`src/rtl/pipeline_hazard_ctrl_if.sv`:
```
// pipeline_hazard_ctrl_if: datapath/VU handshake bundle for the pipeline hazard controller
interface pipeline_hazard_ctrl_if #(
    parameter int PERF_W = 16
) ();
    logic              d_valid;
    logic [3:0]        d_rs1;
    logic [3:0]        d_rs2;
    logic              d_use_rs1;
    logic              d_use_rs2;
    logic              d_vec;
    logic [3:0]        e_rd;
    logic              e_regWrite;
    logic [1:0]        e_resultSrc;
    logic              e_pcSrc;
    logic [3:0]        e_rs1;
    logic [3:0]        e_rs2;
    logic [3:0]        m_rd;
    logic [3:0]        w_rd;
    logic              m_regWrite;
    logic              w_regWrite;
    logic              vu_done;
    logic              stall_f;
    logic              stall_d;
    logic              flush_d;
    logic              flush_e;
    logic [1:0]        fwd_a;
    logic [1:0]        fwd_b;
    logic              vu_start;
    logic              vu_abort;
    logic              err_timeout;
    logic [PERF_W-1:0] stall_cnt;

    modport master (
        output d_valid, d_rs1, d_rs2, d_use_rs1, d_use_rs2, d_vec,
               e_rd, e_regWrite, e_resultSrc, e_pcSrc, e_rs1, e_rs2,
               m_rd, w_rd, m_regWrite, w_regWrite, vu_done,
        input  stall_f, stall_d, flush_d, flush_e, fwd_a, fwd_b,
               vu_start, vu_abort, err_timeout, stall_cnt
    );

    modport slave (
        input  d_valid, d_rs1, d_rs2, d_use_rs1, d_use_rs2, d_vec,
               e_rd, e_regWrite, e_resultSrc, e_pcSrc, e_rs1, e_rs2,
               m_rd, w_rd, m_regWrite, w_regWrite, vu_done,
        output stall_f, stall_d, flush_d, flush_e, fwd_a, fwd_b,
               vu_start, vu_abort, err_timeout, stall_cnt
    );
endinterface

```
`src/rtl/pipeline_hazard_ctrl.sv`:
```
// pipeline_hazard_ctrl: stall/flush/forwarding sequencer with VU issue and timeout watchdog
module pipeline_hazard_ctrl #(
    parameter int         VU_TIMEOUT = 64,
    parameter logic [1:0] LOAD_SRC   = 2'b01,
    parameter int         PERF_W     = 16
) (
    input logic                    clk,
    input logic                    reset_n,
    pipeline_hazard_ctrl_if.slave  bus
);
    localparam int CW = $clog2(VU_TIMEOUT);

    typedef enum logic {RUN, VU_BUSY} state_t;

    state_t            r_state;
    logic [CW-1:0]     r_cnt;
    logic              r_err;
    logic [PERF_W-1:0] r_stall_cnt;

    logic w_lu, w_br, w_lu_st, w_issue, w_busy, w_to, w_hold, w_stall;
    logic w_ma, w_wa, w_mb, w_wb;

    // Hazard detection and per-state control decode; everything is held low while in reset
    always_comb begin
        w_ma    = bus.m_regWrite && bus.m_rd != 4'd0 && bus.m_rd == bus.e_rs1;
        w_wa    = bus.w_regWrite && bus.w_rd != 4'd0 && bus.w_rd == bus.e_rs1;
        w_mb    = bus.m_regWrite && bus.m_rd != 4'd0 && bus.m_rd == bus.e_rs2;
        w_wb    = bus.w_regWrite && bus.w_rd != 4'd0 && bus.w_rd == bus.e_rs2;
        w_lu    = bus.d_valid && bus.e_regWrite && bus.e_resultSrc == LOAD_SRC && bus.e_rd != 4'd0 &&
                  ((bus.d_use_rs1 && bus.d_rs1 == bus.e_rd) || (bus.d_use_rs2 && bus.d_rs2 == bus.e_rd));
        w_br    = r_state == RUN && bus.e_pcSrc;
        w_lu_st = r_state == RUN && !bus.e_pcSrc && w_lu;
        w_issue = r_state == RUN && !bus.e_pcSrc && !w_lu && bus.d_valid && bus.d_vec;
        w_busy  = r_state == VU_BUSY;
        w_to    = w_busy && !bus.vu_done && r_cnt == CW'(VU_TIMEOUT - 1);
        w_hold  = w_busy && !bus.vu_done && !w_to;
        w_stall = reset_n && (w_lu_st || w_issue || w_hold);
        bus.stall_f     = w_stall;
        bus.stall_d     = w_stall;
        bus.flush_d     = reset_n && w_br;
        bus.flush_e     = reset_n && (w_br || w_lu_st || w_issue || w_hold);
        bus.vu_start    = reset_n && w_issue;
        bus.vu_abort    = reset_n && w_to;
        bus.fwd_a       = !reset_n ? 2'b00 : w_ma ? 2'b10 : w_wa ? 2'b01 : 2'b00;
        bus.fwd_b       = !reset_n ? 2'b00 : w_mb ? 2'b10 : w_wb ? 2'b01 : 2'b00;
        bus.err_timeout = r_err;
        bus.stall_cnt   = r_stall_cnt;
    end

    // FSM, VU busy counter, sticky timeout flag and saturating stall counter
    always_ff @(posedge clk or negedge reset_n) begin
        if (!reset_n) begin
            r_state     <= RUN;
            r_cnt       <= '0;
            r_err       <= 1'b0;
            r_stall_cnt <= '0;
        end else begin
            if (w_issue) begin
                r_state <= VU_BUSY;
                r_cnt   <= '0;
            end else if (w_busy) begin
                r_cnt <= r_cnt + 1'b1;
                if (bus.vu_done || w_to) r_state <= RUN;
            end
            if (w_to) r_err <= 1'b1;
            if (w_stall && !(&r_stall_cnt)) r_stall_cnt <= r_stall_cnt + 1'b1;
        end
    end
endmodule
```
`src/flat_wrapper.sv`:
```
// flat-port wrapper written by rule: the top's interface ports become plain ports
module pipeline_hazard_ctrl_flat 
#(
    parameter int         VU_TIMEOUT = 64,
    parameter logic [1:0] LOAD_SRC   = 2'b01,
    parameter int         PERF_W     = 16
)
  (clk, reset_n, bus_d_valid, bus_d_rs1, bus_d_rs2, bus_d_use_rs1, bus_d_use_rs2, bus_d_vec, bus_e_rd, bus_e_regWrite, bus_e_resultSrc, bus_e_pcSrc, bus_e_rs1, bus_e_rs2, bus_m_rd, bus_w_rd, bus_m_regWrite, bus_w_regWrite, bus_vu_done, bus_stall_f, bus_stall_d, bus_flush_d, bus_flush_e, bus_fwd_a, bus_fwd_b, bus_vu_start, bus_vu_abort, bus_err_timeout, bus_stall_cnt);
  pipeline_hazard_ctrl_if #(.PERF_W(PERF_W)) bus_i ();
  input logic clk;
  input logic reset_n;
  input wire logic [$bits(bus_i.d_valid)-1:0] bus_d_valid;
  input wire logic [$bits(bus_i.d_rs1)-1:0] bus_d_rs1;
  input wire logic [$bits(bus_i.d_rs2)-1:0] bus_d_rs2;
  input wire logic [$bits(bus_i.d_use_rs1)-1:0] bus_d_use_rs1;
  input wire logic [$bits(bus_i.d_use_rs2)-1:0] bus_d_use_rs2;
  input wire logic [$bits(bus_i.d_vec)-1:0] bus_d_vec;
  input wire logic [$bits(bus_i.e_rd)-1:0] bus_e_rd;
  input wire logic [$bits(bus_i.e_regWrite)-1:0] bus_e_regWrite;
  input wire logic [$bits(bus_i.e_resultSrc)-1:0] bus_e_resultSrc;
  input wire logic [$bits(bus_i.e_pcSrc)-1:0] bus_e_pcSrc;
  input wire logic [$bits(bus_i.e_rs1)-1:0] bus_e_rs1;
  input wire logic [$bits(bus_i.e_rs2)-1:0] bus_e_rs2;
  input wire logic [$bits(bus_i.m_rd)-1:0] bus_m_rd;
  input wire logic [$bits(bus_i.w_rd)-1:0] bus_w_rd;
  input wire logic [$bits(bus_i.m_regWrite)-1:0] bus_m_regWrite;
  input wire logic [$bits(bus_i.w_regWrite)-1:0] bus_w_regWrite;
  input wire logic [$bits(bus_i.vu_done)-1:0] bus_vu_done;
  output wire logic [$bits(bus_i.stall_f)-1:0] bus_stall_f;
  output wire logic [$bits(bus_i.stall_d)-1:0] bus_stall_d;
  output wire logic [$bits(bus_i.flush_d)-1:0] bus_flush_d;
  output wire logic [$bits(bus_i.flush_e)-1:0] bus_flush_e;
  output wire logic [$bits(bus_i.fwd_a)-1:0] bus_fwd_a;
  output wire logic [$bits(bus_i.fwd_b)-1:0] bus_fwd_b;
  output wire logic [$bits(bus_i.vu_start)-1:0] bus_vu_start;
  output wire logic [$bits(bus_i.vu_abort)-1:0] bus_vu_abort;
  output wire logic [$bits(bus_i.err_timeout)-1:0] bus_err_timeout;
  output wire logic [$bits(bus_i.stall_cnt)-1:0] bus_stall_cnt;
  assign bus_i.d_valid = bus_d_valid;
  assign bus_i.d_rs1 = bus_d_rs1;
  assign bus_i.d_rs2 = bus_d_rs2;
  assign bus_i.d_use_rs1 = bus_d_use_rs1;
  assign bus_i.d_use_rs2 = bus_d_use_rs2;
  assign bus_i.d_vec = bus_d_vec;
  assign bus_i.e_rd = bus_e_rd;
  assign bus_i.e_regWrite = bus_e_regWrite;
  assign bus_i.e_resultSrc = bus_e_resultSrc;
  assign bus_i.e_pcSrc = bus_e_pcSrc;
  assign bus_i.e_rs1 = bus_e_rs1;
  assign bus_i.e_rs2 = bus_e_rs2;
  assign bus_i.m_rd = bus_m_rd;
  assign bus_i.w_rd = bus_w_rd;
  assign bus_i.m_regWrite = bus_m_regWrite;
  assign bus_i.w_regWrite = bus_w_regWrite;
  assign bus_i.vu_done = bus_vu_done;
  assign bus_stall_f = bus_i.stall_f;
  assign bus_stall_d = bus_i.stall_d;
  assign bus_flush_d = bus_i.flush_d;
  assign bus_flush_e = bus_i.flush_e;
  assign bus_fwd_a = bus_i.fwd_a;
  assign bus_fwd_b = bus_i.fwd_b;
  assign bus_vu_start = bus_i.vu_start;
  assign bus_vu_abort = bus_i.vu_abort;
  assign bus_err_timeout = bus_i.err_timeout;
  assign bus_stall_cnt = bus_i.stall_cnt;
  pipeline_hazard_ctrl #(.VU_TIMEOUT(VU_TIMEOUT), .LOAD_SRC(LOAD_SRC), .PERF_W(PERF_W)) u_core (.clk(clk), .reset_n(reset_n), .bus(bus_i));
endmodule
```
`config.mk`:
```
export PLATFORM = sky130hd
export DESIGN_NAME = pipeline_hazard_ctrl_flat
export DESIGN_NICKNAME = d
export VERILOG_FILES = /design/src/rtl/pipeline_hazard_ctrl_if.sv /design/src/rtl/pipeline_hazard_ctrl.sv /design/src/flat_wrapper.sv
export SDC_FILE = /design/constraint.sdc
export NUM_CORES = 1
export LEC_CHECK = 0
export CAP_MARGIN = 10
export CORE_MARGIN = 1.5
export CORE_UTILIZATION = 45
export DETAILED_ROUTE_END_ITERATION = 16
export GPL_TIMING_DRIVEN = 0
export PLACE_DENSITY_LB_ADDON = 0.3
export SYNTH_ARGS = -nofsm -noshare
export SYNTH_HDL_FRONTEND = slang
export SYNTH_SLANG_ARGS = --single-unit
```
`constraint.sdc`:
```
create_clock -name clk -period 4.4 [get_ports clk]
set_input_delay 0.66 -clock clk [delete_from_list [all_inputs] [get_ports clk]]
set_output_delay 0.66 -clock clk [all_outputs]
set_load 0.1 [all_outputs]
```
# After elaboration in Yosys (flattened, before gate mapping)
# Cells that the tools add are included.
totals:
  regBits: 24
  latchBits: 0
  ramBits: 0
  romBits: 0
  in_bits: 41
  out_inout_bits: 27
  elab_cells: 70
  memories: 0
classes:
  addsub: 2
  multipliers: 0
  div_mod_pow: 0
  magnitude_cmp: 0
  n_eq_ne: 8
  n_shift: 0
  muxes: 11
  bitwise: 1
  n_reduce_logical: 44
op_table:
  columns: ["op", "count"]
  rows:
  - ["$logic_and 1x1->1", 27]
  - ["$eq 4x4->1", 6]
  - ["$add 16x1->16 const B", 1]
  - ["$reduce_and 16->1", 1]
  - ["$mux 6", 2]
  - ["$reduce_bool 4->1", 3]
  - ["$mux 2", 4]
  - ["$logic_or 1x1->1", 7]
  - ["$add 6x1->6 const B", 1]
  - ["$eq 6x6->1 const B", 1]
  - ["$logic_not 1->1", 5]
  - ["$mux 1", 5]
  - ["$eq 2x1->1 const B", 1]
  - ["$reduce_bool 2->1", 1]
  - ["$not 1->1", 1]

# Depth between registers and ports, before layout
# Gate-level depths: netlist of the first run.
depth:
  ltp_word: 12
  ltp_mapped: 7
  ltp_nobuf: 7

# Worst setup path after synthesis of the first run
# OpenSTA, ideal clock, no wires.
synth_timing:
  path_type: "input to output"
  start: "input port bus_e_rd[1]"
  end: "output port bus_vu_start"
  arrival_time_ns: 3.482
  path_slack_ns: 0.258
  path_stages: 4
  n_path_buf: 0
  path_cell_list: "or4_4 nand4_1 o22ai_2 nor3_1"
synth_via:
  elab_chain_len: 9
  word_cells_on_any_way: 13
synth_rtl:
  columns: ["item", "line_no", "source"]
  rows:
  - ["start, declared", "flat_wrapper.sv:18", "input wire logic [$bits(bus_i.e_rd)-1:0] bus_e_rd;"]
  - ["$eq 4x4->1", "pipeline_hazard_ctrl.sv:30", "((bus.d_use_rs1 && bus.d_rs1 == bus.e_rd) || (bus.d_use_rs2 && bus.d_rs2 == bus.e_rd));"]
  - ["$logic_and 1x1->1", "pipeline_hazard_ctrl.sv:30", null]
  - ["$logic_or 1x1->1", "pipeline_hazard_ctrl.sv:30", null]
  - ["$logic_and 1x1->1 (*)", "pipeline_hazard_ctrl.sv:29", "w_lu = bus.d_valid && bus.e_regWrite && bus.e_resultSrc == LOAD_SRC && bus.e_rd != 4'd0 &&"]
  - ["$logic_not 1->1 (*)", "pipeline_hazard_ctrl.sv:33", "w_issue = r_state == RUN && !bus.e_pcSrc && !w_lu && bus.d_valid && bus.d_vec;"]
  - ["$logic_and 1x1->1 (*) (3 in a row)", "pipeline_hazard_ctrl.sv:33", null]
  - ["$logic_and 1x1->1 (*)", "pipeline_hazard_ctrl.sv:42", "bus.vu_start = reset_n && w_issue;"]
  - ["end, declared", "flat_wrapper.sv:35", "output wire logic [$bits(bus_i.vu_start)-1:0] bus_vu_start;"]
# Mark *: on every way between the ends. The rest lies on a longest branch, timed or not.

# Final worst setup path of the first run
layout_timing:
  start: "input port bus_d_valid"
  end: "output port bus_flush_e"
layout_via:
  elab_chain_len: 11
  word_cells_on_any_way: 13
layout_rtl:
  columns: ["item", "line_no", "source"]
  rows:
  - ["start, declared", "flat_wrapper.sv:12", "input wire logic [$bits(bus_i.d_valid)-1:0] bus_d_valid;"]
  - ["$logic_and 1x1->1 (4 in a row)", "pipeline_hazard_ctrl.sv:29", null]
  - ["$logic_not 1->1", "pipeline_hazard_ctrl.sv:33", null]
  - ["$logic_and 1x1->1 (3 in a row)", "pipeline_hazard_ctrl.sv:33", null]
  - ["$logic_or 1x1->1 (*) (2 in a row)", "pipeline_hazard_ctrl.sv:41", "bus.flush_e = reset_n && (w_br || w_lu_st || w_issue || w_hold);"]
  - ["$logic_and 1x1->1 (*)", "pipeline_hazard_ctrl.sv:41", null]
  - ["end, declared", "flat_wrapper.sv:32", "output wire logic [$bits(bus_i.flush_e)-1:0] bus_flush_e;"]
# Marked as above.

==> results.md, run 1 <==
* Longest Clk Path Bufs at 2
* Antenna-violating nets left at 0
* Htree depth at 1
* Netlist Area Pre-Place at 1530 µm²
* Vias per std cell at 5.29
* Hold_buf cts at 0
* Post-synthesis simple-gate area fraction at around a quarter
* Area contributors post-synth: dfrtp_1 39%, xnor2_1 22%, nand4_1 6.6%
* Residual DRC at 0
* Dpl hpwl at 3.27 mm
* Switch Pwr at ~350 µW
* Min Tclk post-route at between 4000 and 5000 ps
* CORE AREA at 3130 µm²
* Placed Area at 2250 µm²
* Int Power at about 430 µW
* Final worst-path cycle share at 95.5%
* Status: finished clean
* Die span in y at about 61 µm
* Final Cell Area at between 2000 and 2500 µm²
* Tot Pwr at 780 µW
* Post-Synth Adder-Cell Area at under 10%
* First-pass GRT wire length at 6.77 mm
* Die area at between 3000 and 4000 µm²
* Grt total ovfl at 0
* Pwr Density at 337 nW/µm²
* Comb pwr share at between 40% and 50%
* Arr. time, crit path at 3540 ps
* Worst vdd ir at ~460 µV
* Slowest-stage cell, CP: clkdlybuf4s50_1
* Synth Area in XOR/XNOR at around a quarter
* GP Congestion at just under 0.8
* Worst EP required at about 3700 ps
* Crit-path max FO at 9
* Buf/Inv on CP at 2
* Initial DRC Count at 56
* Fraction of layout cells with a size suffix above 1 at a little over 6%
* Worst r2r path cells at 7
* Row Count at 20
* Final antenna diode count at 0
* Final layout net count at 274
* Non-Filler Instances at 274
* Clock slew at reported path FFs at approximately 130 ps
* Maxcap violations at 0
* Mux cell area share after synthesis at between 2 and 2.5%
* CTS tree: done
* F_max at approximately 0.24 GHz
* Critical path class: input pin to output pin
* Syn-to-layout area delta at 51.6%
* #FFs+latches synth at 24
* Antenna violations before repair at 0
* Worst hold slack at 378 ps
* Switching Fraction at ~45%
* Clk_lat worst skew at just over 300 ps
* Num ports at 68
* Setup Skew at 1.76 ps
* Worst Setup Start Kind: input pin
* Worst hold path class: input pin to asynchronous set/reset pin
* Drt wl/cell at around 15 µm
* Critical path endpoint category: output pin
* Slew @ Worst Pin at about 1000 ps
* Setup TNS Final at 0 ps
* Largest net degree at the start of global routing at 31
* P_leak at 0.000916 µW
* Initial core utilization at approximately half
* Post-synth top area cell: dfrtp_1
* Vias in the first global route at approximately 1.5k
* Fillers at around 240
* Max-slew headroom at 33.1%
* Vias at about 1.4k
* Max incr delay on CP at approximately 1100 ps
* CTS buffer count at 3
* Clk pwr share at 15.0%
* Post-synthesis cell count at between 150 and 200
* Root buffer cell: clkbuf_4
* Library cells used by synthesis at 33
* Cell mode on critical path: clkdlybuf4s50_1
* Slack of the worst reg-to-reg path at between 2000 and 2500 ps
* RR Startpoint: u_core.r_cnt[0]$_DFFE_PN0P_
* # setup viols final at 0
* I/O Buffers at 67
* Mean post-synth cell area at between 9 and 10 µm²
* Delay-heaviest family, CP: buffers and inverters
* RSZ-0062 raised after global routing: no
* Sequential power share at between 30% and 40%
* Clock sink total at 24
* Largest family of logic cells by synthesized area: simple AND/OR/NAND/NOR gates
* Final hold vios at 0
* GRT Total Usage at 24.2%
* Compound-Gate Fraction of Synth Area at roughly 4.4%
* Top cell type's share of synthesized area at between 30% and 40%
* Worst-path cell chain: clkdlybuf4s50_1 > and4b_1 > nand4_1 > o22ai_2 > a211oi_2 > nor2_2 > or2_1 > clkdlybuf4s50_1
* FF-to-FF End: u_core.bus.stall_cnt[14]$_DFFE_PN0P_
* Width of the die at between 60 and 70 µm
* Drt first pass iters at 4
* Placed insts at between 200 and 300
* Final slew viol count at 0
* Sequential area share after synthesis at between 30% and 40%
* Synthesized net count at between 200 and 250
* Drt total wl at 4.05 mm
* Synth warn at 0
[power groups by stage]
stage          sequential, µW  combinational [µW]  clock, µW
2_1_floorplan             428                 116          0
3_3_place_gp              298                 356          0
3_5_place_dp              300                 363          0
4_1_cts                   296                 365        119
5_1_grt                   303                 388        130
6_report                  297                 366        117
[cell type report]
| class | count | area, µm² | area share, % |
|---|---|---|---|
| inverters | 2 | 7.51 | 0.324 |
| clock buffers | 4 | 36.3 | 1.57 |
| flip-flops and latches | 24 | 601 | 25.9 |
| repair buffers | 68 | 697 | 30.1 |
| multi-input cells | 130 | 906 | 39.1 |
| well taps | 44 | 55.1 | 2.38 |
| plain buffers | 2 | 12.5 | 0.541 |
[cells in the mapped netlist, drive strengths merged]
cell type / count
and4b: 1
nor3: 7
o41ai: 1
buf: 2
and3: 8
nand4: 16
dfrtp: 24
mux2: 1
nand2b: 1
o21ai: 1
and4: 2
and2: 1
a21boi: 1
o211ai: 1
xor2: 4
a31oi: 1
a211oi: 1
ha: 2
or4: 2
nand3: 10
nor2: 15
mux2i: 2
inv: 2
o21bai: 1
o22ai: 1
or2: 2
xnor2: 39
nand2: 9
[routing by layer]
| layer | GRT usage, % | part of all wire, % | up-vias |
|---|---|---|---|
| met2 | 44.8 | 54 | 41 |
| met4 | 5.90 | 1.3 | 0 |
| met1 | 28.8 | 41 | 694 |
| li1 | - | - | 708 |
| met5 | 0 | 0 | - |
| met3 | 4.20 | 4.0 | 6 |
[cells in the final DEF, fill, tap and decap left out, drive strengths merged, types with 2 or more instances in the layout]
master         synthesis  final
and3                   8      8
buf                    2      3
nor2                  15     15
nor3                   7      7
clkbuf                 0      4
xnor2                 39     39
mux2i                  2      2
dfrtp                 24     24
nand3                 10     10
nand4                 16     16
inv                    2      2
xor2                   4      4
or4                    2      2
ha                     2      2
clkdlybuf4s50          0     66
and4                   2      2
or2                    2      2
nand2                  9      9
[repair_timing]
action	CTS	global route
hold endpoints to repair	0	0
gates resized for setup	1	0
buffers inserted	0	0
endpoints found under the setup margin	9	0
[worst max-delay path by stage]
| stage | cells past startpoint | slack [ps] | to | from |
|---|---|---|---|---|
| 3_3_place_gp | 5 | -190 | bus_flush_e | reset_n |
| 2_1_floorplan | 4 | 260 | bus_vu_start | bus_e_rd[1] |
| 4_1_cts | 5 | 7 | bus_flush_e | reset_n |
| 5_1_grt | 8 | 40 | bus_flush_e | bus_d_valid |
| 6_report | 8 | 200 | bus_flush_e | bus_d_valid |
| 3_5_place_dp | 5 | -260 | bus_flush_e | reset_n |
[registers in the layout (all words and copies together) (netlist names)]
name                    flops
u_core.r_state              1
u_core.bus.stall_cnt       16
u_core.bus.err_timeout      1
u_core.r_cnt                6
[metrics by stage]
step	util, %	setup slack, ps
after CTS	73.1	6.82
after global routing	74.0	43.9
final	74.0	198
after detailed placement	72.0	-259
after global placement	72.0	-193
after floorplan	-	258
[cells by family (layout without fill, tap and decap cells)]
| logic type | count (synthesis) | count (layout) |
|---|---|---|
| AND/OR/NAND/NOR | 74 | 74 |
| XOR/XNOR | 43 | 43 |
| flip-flops | 24 | 24 |
| AO/OA/AOI/OAI | 8 | 8 |
| buffers and inverters | 4 | 76 |
| multiplexers | 3 | 3 |
| adder cells (fa/ha/maj) | 2 | 2 |
[worst reg2reg max path: stages, from the launching register on]
cell     delay (ps)
dfrtp_1         440
ha_1            230
and3_1          160
a31oi_1         390
o21ai_0         190
nor2_2          330
nand4_1         170
xnor2_1         160
Power figures use the tool's default switching activity.
==> inputs of run 2 (changes only) <==
--- a/config.mk
+++ b/config.mk
@@ -5,12 +5,14 @@
 export SDC_FILE = /design/constraint.sdc
 export NUM_CORES = 1
 export LEC_CHECK = 0
+export ABC_AREA = 1
 export CAP_MARGIN = 10
 export CORE_MARGIN = 1.5
-export CORE_UTILIZATION = 45
+export CORE_UTILIZATION = 48
 export DETAILED_ROUTE_END_ITERATION = 16
 export GPL_TIMING_DRIVEN = 0
 export PLACE_DENSITY_LB_ADDON = 0.3
+export SLEW_MARGIN = 20
 export SYNTH_ARGS = -nofsm -noshare
 export SYNTH_HDL_FRONTEND = slang
 export SYNTH_SLANG_ARGS = --single-unit
==> constraint.sdc (replaced) <==
create_clock -name clk -period 4.4 [get_ports clk]
set_input_delay 0.44 -clock clk [delete_from_list [all_inputs] [get_ports clk]]
set_output_delay 0.44 -clock clk [all_outputs]
set_load 0.1 [all_outputs]
==> run 2 against run 1 <==
Effect of this change: combinational power shrank 6.0%; utilization decreased by 2.6 points; synthesized cell count increased by 56%; sequential share of layout area down 3.2 points; design area increased by 14%; synthesized area grew 22%; largest cell class unchanged; highest routed layer unchanged.
==> results.md, run 2 <==
* Root buffer cell: clkbuf_8
* Final layout net count at 362 (+32%)
* Netlist Area Pre-Place at 1870 µm² (+22%)
* Hold_buf cts at 0 (unchanged)
* Antenna violations before repair at 0 (unchanged)
* Clock slew at reported path FFs at 80 ps (-50 ps)
* Drt first pass iters at 4 (unchanged)
* Final Cell Area at 2640 µm² (+14%)
* Post-cts gate resize count at 0 (-1)
* FF-to-FF End: u_core.bus.stall_cnt[12]$_DFFE_PN0P_
* Initial core utilization at 50.6% (+1.8 points)
* Commonest cells after routing, fill and taps aside: 69 x nand2_1, 66 x clkdlybuf4s50_1, 24 x nor2_1, 24 x dfrtp_1, 22 x inv_1
* CTS tree: done
* Largest register FFs at 16 (unchanged)
* Syn-to-layout area delta at 41.1%
* Cell mode on critical path: nand2_1
* Vias per std cell at 5.04 (-4.7%)
* Fraction of layout cells with a size suffix above 1 at 9.46% (+3.4 points)
* Grt total ovfl at 0 (unchanged)
* Status: finished clean
* Max incr delay on CP at 1120 ps (about the same)
* Top cell type's share of synthesized area at 32.2% (-7.2 points)
* Final antenna diode count at 0 (unchanged)
* Worst-path cell chain: clkdlybuf4s50_1 > inv_2 > nand2_1 > nand2_1 > nor2_1 > nand3_1 > nand2_2 > nand3_2 > nand3_4 > buf_6 > nand2_1 > inv_1 > buf_4 > clkdlybuf4s50_1
* Drt wl/cell at 12.2 µm (-17%)
* CTS buffer count at 3 (unchanged)
* P_leak at 0.00123 µW (+35%)
* Post-synthesis cell count at 247 (+56%)
* Vias at 1840 (+27%)
* Critical path class: input pin to output pin
* Num ports at 68 (unchanged)
* Worst hold path class: input pin to asynchronous set/reset pin
* Predominant post-synthesis flop cell: dfrtp_1
* Sequential area share after synthesis at 32.2% (-7.2 points)
* List of most frequent post-synthesis cells: 69 x nand2_1, 24 x dfrtp_1, 24 x nor2_1
* Arr. time, crit path at 3150 ps (-390 ps)
* Final worst-path cycle share at 81.6% (-14 points)
* Ys async rst share at 100% (unchanged)
* Library cells used by synthesis at 32 (-3.0%)
* Commonest non-fill, non-tap cell in the layout: nand2_1
* RSZ-0062 raised after global routing: no
* Width of the die at 65.4 µm (+6.8%)
* Dpl hpwl at 3.70 mm (+13%)
* Longest Clk Path Bufs at 2 (unchanged)
* Min Tclk post-route at 3590 ps (-610 ps)
* Die span in y at 65.4 µm (+6.8%)
* Worst EP required at 3960 ps (+220 ps)
* GP Congestion at 0.884 (+13%)
* Initial DRC Count at 113 (+100%)
* Setup TNS Final at 0 ps (unchanged)
* Critical path endpoint category: output pin
* Synth warn at 0 (unchanged)
* Die area at 4280 µm² (+14%)
* Slew @ Worst Pin at 987 ps (-13.0 ps)
* Setup Skew at 5.49 ps (+3.73 ps)
* Crit-path max FO at 10 (+1)
* Antenna-violating nets left at 0 (unchanged)
* # setup viols final at 0 (unchanged)
* F_max at 0.278 GHz (+17%)
* Post-synth EDFFs at 0 (unchanged)
* GRT Total Usage at 22.9% (-1.2 points)
* Maxcap violations at 0 (unchanged)
* Post-synth top area cell: dfrtp_1
* Slack of the worst reg-to-reg path at 2580 ps (+340 ps)
* RR Startpoint: u_core.bus.stall_cnt[0]$_DFFE_PN0P_
* Buf/Inv on CP at 6 (+4)
* Area contributors post-synth: dfrtp_1 32%, nand2_1 14%, xor2_1 9.8%
* Placed Area at 2590 µm² (+15%)
* Worst r2r path cells at 8 (+1)
* Clk_lat worst skew at 260 ps (-50 ps)
* Worst vdd ir at 258 µV (-44%)
* Mean post-synth cell area at 7.56 µm² (-22%)
* Worst Setup Start Kind: input pin
* Residual DRC at 0 (unchanged)
* Htree depth at 1 (unchanged)
* First-pass GRT wire length at 7.85 mm (+16%)
* I/O Buffers at 67 (unchanged)
* Post-CTS setup buffers at 0 (unchanged)
* Synthesized net count at 290 (+44%)
* Pwr Density at 288 nW/µm² (-15%)
* Delay-heaviest family, CP: buffers and inverters
* Final slew viol count at 0 (unchanged)
* Vias in the first global route at 1827 (+20%)
* Most instantiated library cell after synthesis: nand2_1
* Final hold vios at 0 (unchanged)
* Row Count at 22 (+10%)
* #FFs+latches synth at 24 (unchanged)
* Largest net degree at the start of global routing at 31 (unchanged)
* Clock sink total at 24 (unchanged)
* CORE AREA at 3690 µm² (+18%)
* Max-slew headroom at 34.0% (+0.87 points)
* Slowest-stage cell, CP: clkdlybuf4s50_1
* Drt total wl at 4.46 mm (+10%)
==> run 2: changes by cell type after synthesis, moves of 3 or more <==
cell,before,now
nand2_2,1,5
xor2_1,4,21
nor2_1,14,24
nand3_2,0,4
xnor2_1,39,9
nand2_1,8,69
inv_1,2,22
and3_1,8,2
nor4_1,0,3
nand4_1,16,19
==> run 2: logic make-up after synthesis <==
logic type	synth area share (%)
xor gates and xnor gates	14.1
buffers and inverters	7.84
AOI/OAI and AO/OA	2.34
and+or+nand+nor	42.3
adders and majority gates	1.34
DFF	32.2
==> run 2: worst max-delay path by stage <==
stage,from,end,slack (ps),cells after the start
floorplan,u_core.r_state$_DFF_PN0_,bus_flush_e,1230,4
global placement,reset_n,bus_fwd_b[0],340,5
detailed placement,bus_e_rd[1],bus_stall_f,800,14
CTS,bus_e_rd[1],bus_stall_f,800,14
global route,bus_e_rd[1],bus_stall_f,610,14
finish,bus_e_rd[1],bus_stall_f,810,14
==> run 2: area by class of cell <==
| cell class | instances | area, µm² |
|---|---|---|
| multi-input cells | 192 | 1120 |
| fillers | 327 | 1050 |
| repair buffers | 67 | 666 |
| flip-flops and latches | 24 | 601 |
| inverters | 23 | 86.3 |
| plain buffers | 8 | 60.1 |
| well taps | 48 | 60.1 |
| clock buffers | 3 | 41.3 |
==> run 2: power by group <==
group | total (µW) | internal (µW) | switching [µW]
registers | 288 | 251 | 37.0
clock network | 126 | 61.1 | 64.7
logic | 344 | 114 | 229
==> run 2: stage by stage <==
| step | setup WS, ps | cells | power [µW] | hold slack (ps) | utilization [%] |
|---|---|---|---|---|---|
| 2_1_floorplan | 1230 | 247 | 526 | 144 | - |
| 3_3_place_gp | 335 | 362 | 630 | 451 | 70.5 |
| 3_5_place_dp | 801 | 362 | 638 | 460 | 70.3 |
| 4_1_cts | 799 | 365 | 764 | 212 | 71.4 |
| 5_1_grt | 612 | 365 | 803 | 244 | 71.4 |
| 6_report | 808 | 365 | 758 | 197 | 71.4 |
==> run 2: routing by layer <==
layer / GRT usage [%] / up-vias / share of wire, %
met5: 0 / - / 0
met3: 3.94 / 6 / 4.3
met4: 3.65 / 0 / 0.94
met1: 27.6 / 843 / 42
li1: - / 950 / -
met2: 43.1 / 41 / 52
==> inputs of run 3 (changes only) <==
--- a/config.mk
+++ b/config.mk
@@ -8,7 +8,7 @@
 export ABC_AREA = 1
 export CAP_MARGIN = 10
 export CORE_MARGIN = 1.5
-export CORE_UTILIZATION = 48
+export CORE_UTILIZATION = 41
 export DETAILED_ROUTE_END_ITERATION = 16
 export GPL_TIMING_DRIVEN = 0
 export PLACE_DENSITY_LB_ADDON = 0.3
==> constraint.sdc (replaced) <==
create_clock -name clk -period 2.95 [get_ports clk]
set_input_delay 0.295 -clock clk [delete_from_list [all_inputs] [get_ports clk]]
set_output_delay 0.295 -clock clk [all_outputs]
set_load 0.1 [all_outputs]
==> run 3 against run 2 <==
Effect of this change: utilization fell by 11 points; combinational power rose by 49%; worst setup slack got worse by 630 ps; cell count rose by 1.4%; sequential share of layout area fell by 0.26 points; via count fell by 0.16%; clock skew rose by 2.7 ps; register-to-register slack got worse by 1500 ps; design area rose by 1.1%; clock-buffer cell count rose by 1; non-clock buffer count did not move.
==> results.md, run 3 (synthesis gave the netlist of run 2 again) <==
* Die area at 4970 µm² (+16%)
* Clk pwr share at 19.6% (+3.0 points)
* Commonest non-fill, non-tap cell in the layout: nand2_1
* Final layout net count at 362 (unchanged)
* Row Count at 24 (+9.1%)
* Pre-CTS WS at -390 ps (-1190 ps)
* Worst setup path start: bus_m_rd[0]
* Antenna violations before repair at 0 (unchanged)
* Final worst slack at 177 ps (-631 ps)
* Final antenna diode count at 0 (unchanged)
* Max-slew headroom at 34.1% (+0.11 points)
* Root buffer cell: clkbuf_8
* GP Congestion at 0.812 (-8.1%)
* Crit-path max FO at 3 (-7)
* Worst Setup Start Kind: input pin
* Width of the die at 70.5 µm (+7.8%)
* Fillers at 406 (+24%)
* RR Startpoint: u_core.bus.stall_cnt[0]$_DFFE_PN0P_
* Clk_lat worst skew at 280 ps (+20 ps)
* P_leak at 0.00133 µW (+7.4%)
* Final worst-path cycle share at 94.0%
* Drt wl/cell at 12.2 µm (-0.16%)
* Htree depth at 1 (unchanged)
* Grt total ovfl at 0 (unchanged)
* Status: finished clean
* F_max at 0.361 GHz
* Tot Pwr at 1170 µW (+55%)
* Vias at 1837 (-0.16%)
* Largest register FFs at 16 (unchanged)
* Critical path endpoint category: output pin
* CTS buffer count at 3 (unchanged)
* Area of the multi-input gates at 1120 µm² (unchanged)
* Antenna-violating nets left at 0 (unchanged)
* First-pass GRT wire length at 7.82 mm (-0.27%)
* Worst hold path class: input pin to asynchronous set/reset pin
* I/O Buffers at 67 (unchanged)
* GRT Total Usage at 19.3% (-3.6 points)
* Num ports at 68 (unchanged)
* Clock sink total at 24 (unchanged)
* Worst EP required at 2650 ps (-1310 ps)
* Syn-to-layout area delta at 42.7%
* Longest Clk Path Bufs at 2 (unchanged)
* Pwr Density at 439 nW/µm² (+53%)
* Comb pwr share at 43.7% (-1.7 points)
* Die span in y at 70.5 µm (+7.8%)
* Min Tclk post-route at ~2800 ps
* Switch Pwr at 507 µW (+53%)
* Largest net degree at the start of global routing at 31 (unchanged)
* Final hold vios at 0 (unchanged)
* Drt total wl at 4.52 mm (+1.2%)
* Non-Filler Instances at 370 (+1.4%)
* Setup TNS Final at 0 ps (unchanged)
* CORE AREA at 4380 µm² (+19%)
* Vias in the first global route at 1795 (-1.8%)
* RSZ-0062 raised after global routing: no
* Clock slew at reported path FFs at 90 ps (about the same)
* Commonest cells after routing, fill and taps aside: 69 x nand2_1, 57 x clkdlybuf4s50_1, 24 x nor2_1, 24 x dfrtp_1, 22 x inv_1
* Fraction of layout cells with a size suffix above 1 at 10.7% (+1.2 points)
* Maxcap violations at 0 (unchanged)
* Worst vdd ir at 269 µV (+4.4%)
* Vias per std cell at 4.96 (-1.5%)
* CTS tree: done
* Drt first pass iters at 4 (unchanged)
* Placed insts at 366 (+1.1%)
* Sequential power share at 36.8% (-1.2 points)
* # setup viols final at 0 (unchanged)
* Switching Fraction at 43.3% (-0.41 points)
* Slew @ Worst Pin at 987 ps (-0.138 ps)
* Post-CTS setup buffers at 0 (unchanged)
* FF/Latch Area at 601 µm² (unchanged)
* Setup Skew at 8.21 ps (+2.72 ps)
* Dpl hpwl at 3.62 mm (-2.2%)
* Critical path class: input pin to output pin
* Final slew viol count at 0 (unchanged)
* Int Power at 664 µW (+56%)
* Arr. time, crit path at 2480 ps (-670 ps)
* Initial DRC Count at 76 (-33%)
* Initial core utilization at 42.6% (-8.0 points)
* Residual DRC at 0 (unchanged)
[run 3: cell types whose count changed in the layout (fill, tap and decap cells not counted), sizes merged]
cell / before / now
clkdlybuf4s50: 66 / 57
dlymetal6s2s: 0 / 4
clkdlybuf4s15: 0 / 3
dlygate4sd2: 0 / 2
clkbuf: 4 / 5
[run 3: routing by layer]
layer	track usage, %	wire length (µm)	part of all wire [%]	vias up
li1	-	-	-	952
met1	22.9	1920	43	841
met2	36.5	2420	53	39
met3	3.61	153	3.4	5
met4	2.99	23	0.51	0
met5	0	0	0	-
[run 3: worst paths after layout]
| path | slack (ps) | cells past startpoint | to |
|---|---|---|---|
| max | 180 | 6 | bus_fwd_b[1] |
| max in group asynchronous | 2460 | 1 | u_core.bus.stall_cnt[7]$_DFFE_PN0P_ |
| max reg2reg | 1100 | 8 | u_core.bus.stall_cnt[12]$_DFFE_PN0P_ |
| min reg2reg | 480 | 2 | u_core.bus.err_timeout$_DFFE_PN0P_ |
| min in group clk | 480 | 2 | u_core.bus.err_timeout$_DFFE_PN0P_ |
| min | 50 | 1 | u_core.bus.stall_cnt[15]$_DFFE_PN0P_ |
[run 3: through the flow]
stage	hold WS [ps]	util (%)	instance area, µm²
finish	46.5	60.8	2670
global route	86.3	60.8	2670
CTS	59.0	60.6	2660
detailed placement	359	59.3	2600
global placement	454	59.4	2600
floorplan	-0.591	-	1870
[run 3: worst max-delay path, stage by stage]
cell             delay, ps
clkdlybuf4s50_1        470
xor2_1                 190
nor4_1                 440
nand2_1                100
nor2_1                 100
dlygate4sd2_1          870
[run 3: power by group through the flow]
stage	sequential [µW]	clock, µW	combinational (µW)
after global placement	434	0	507
after CTS	431	233	516
after floorplan	600	0	184
final	431	229	511
after detailed placement	437	0	515
after global routing	440	248	548
[run 3: repair_timing]
action                     4_1_cts  5_1_grt
resized for setup               11        4
pin swaps                        0        0
setup endpoints to repair        5        4
hold buffers                     0        0
[run 3: final cells by class]
class	instances	share of cell area (%)
sequential	24	22.5
inverter	23	3.24
multi-input combinational	192	42.1
timing repair buffer	67	25.4
clock buffer	4	2.07
tap	52	2.44
buffer	8	2.25
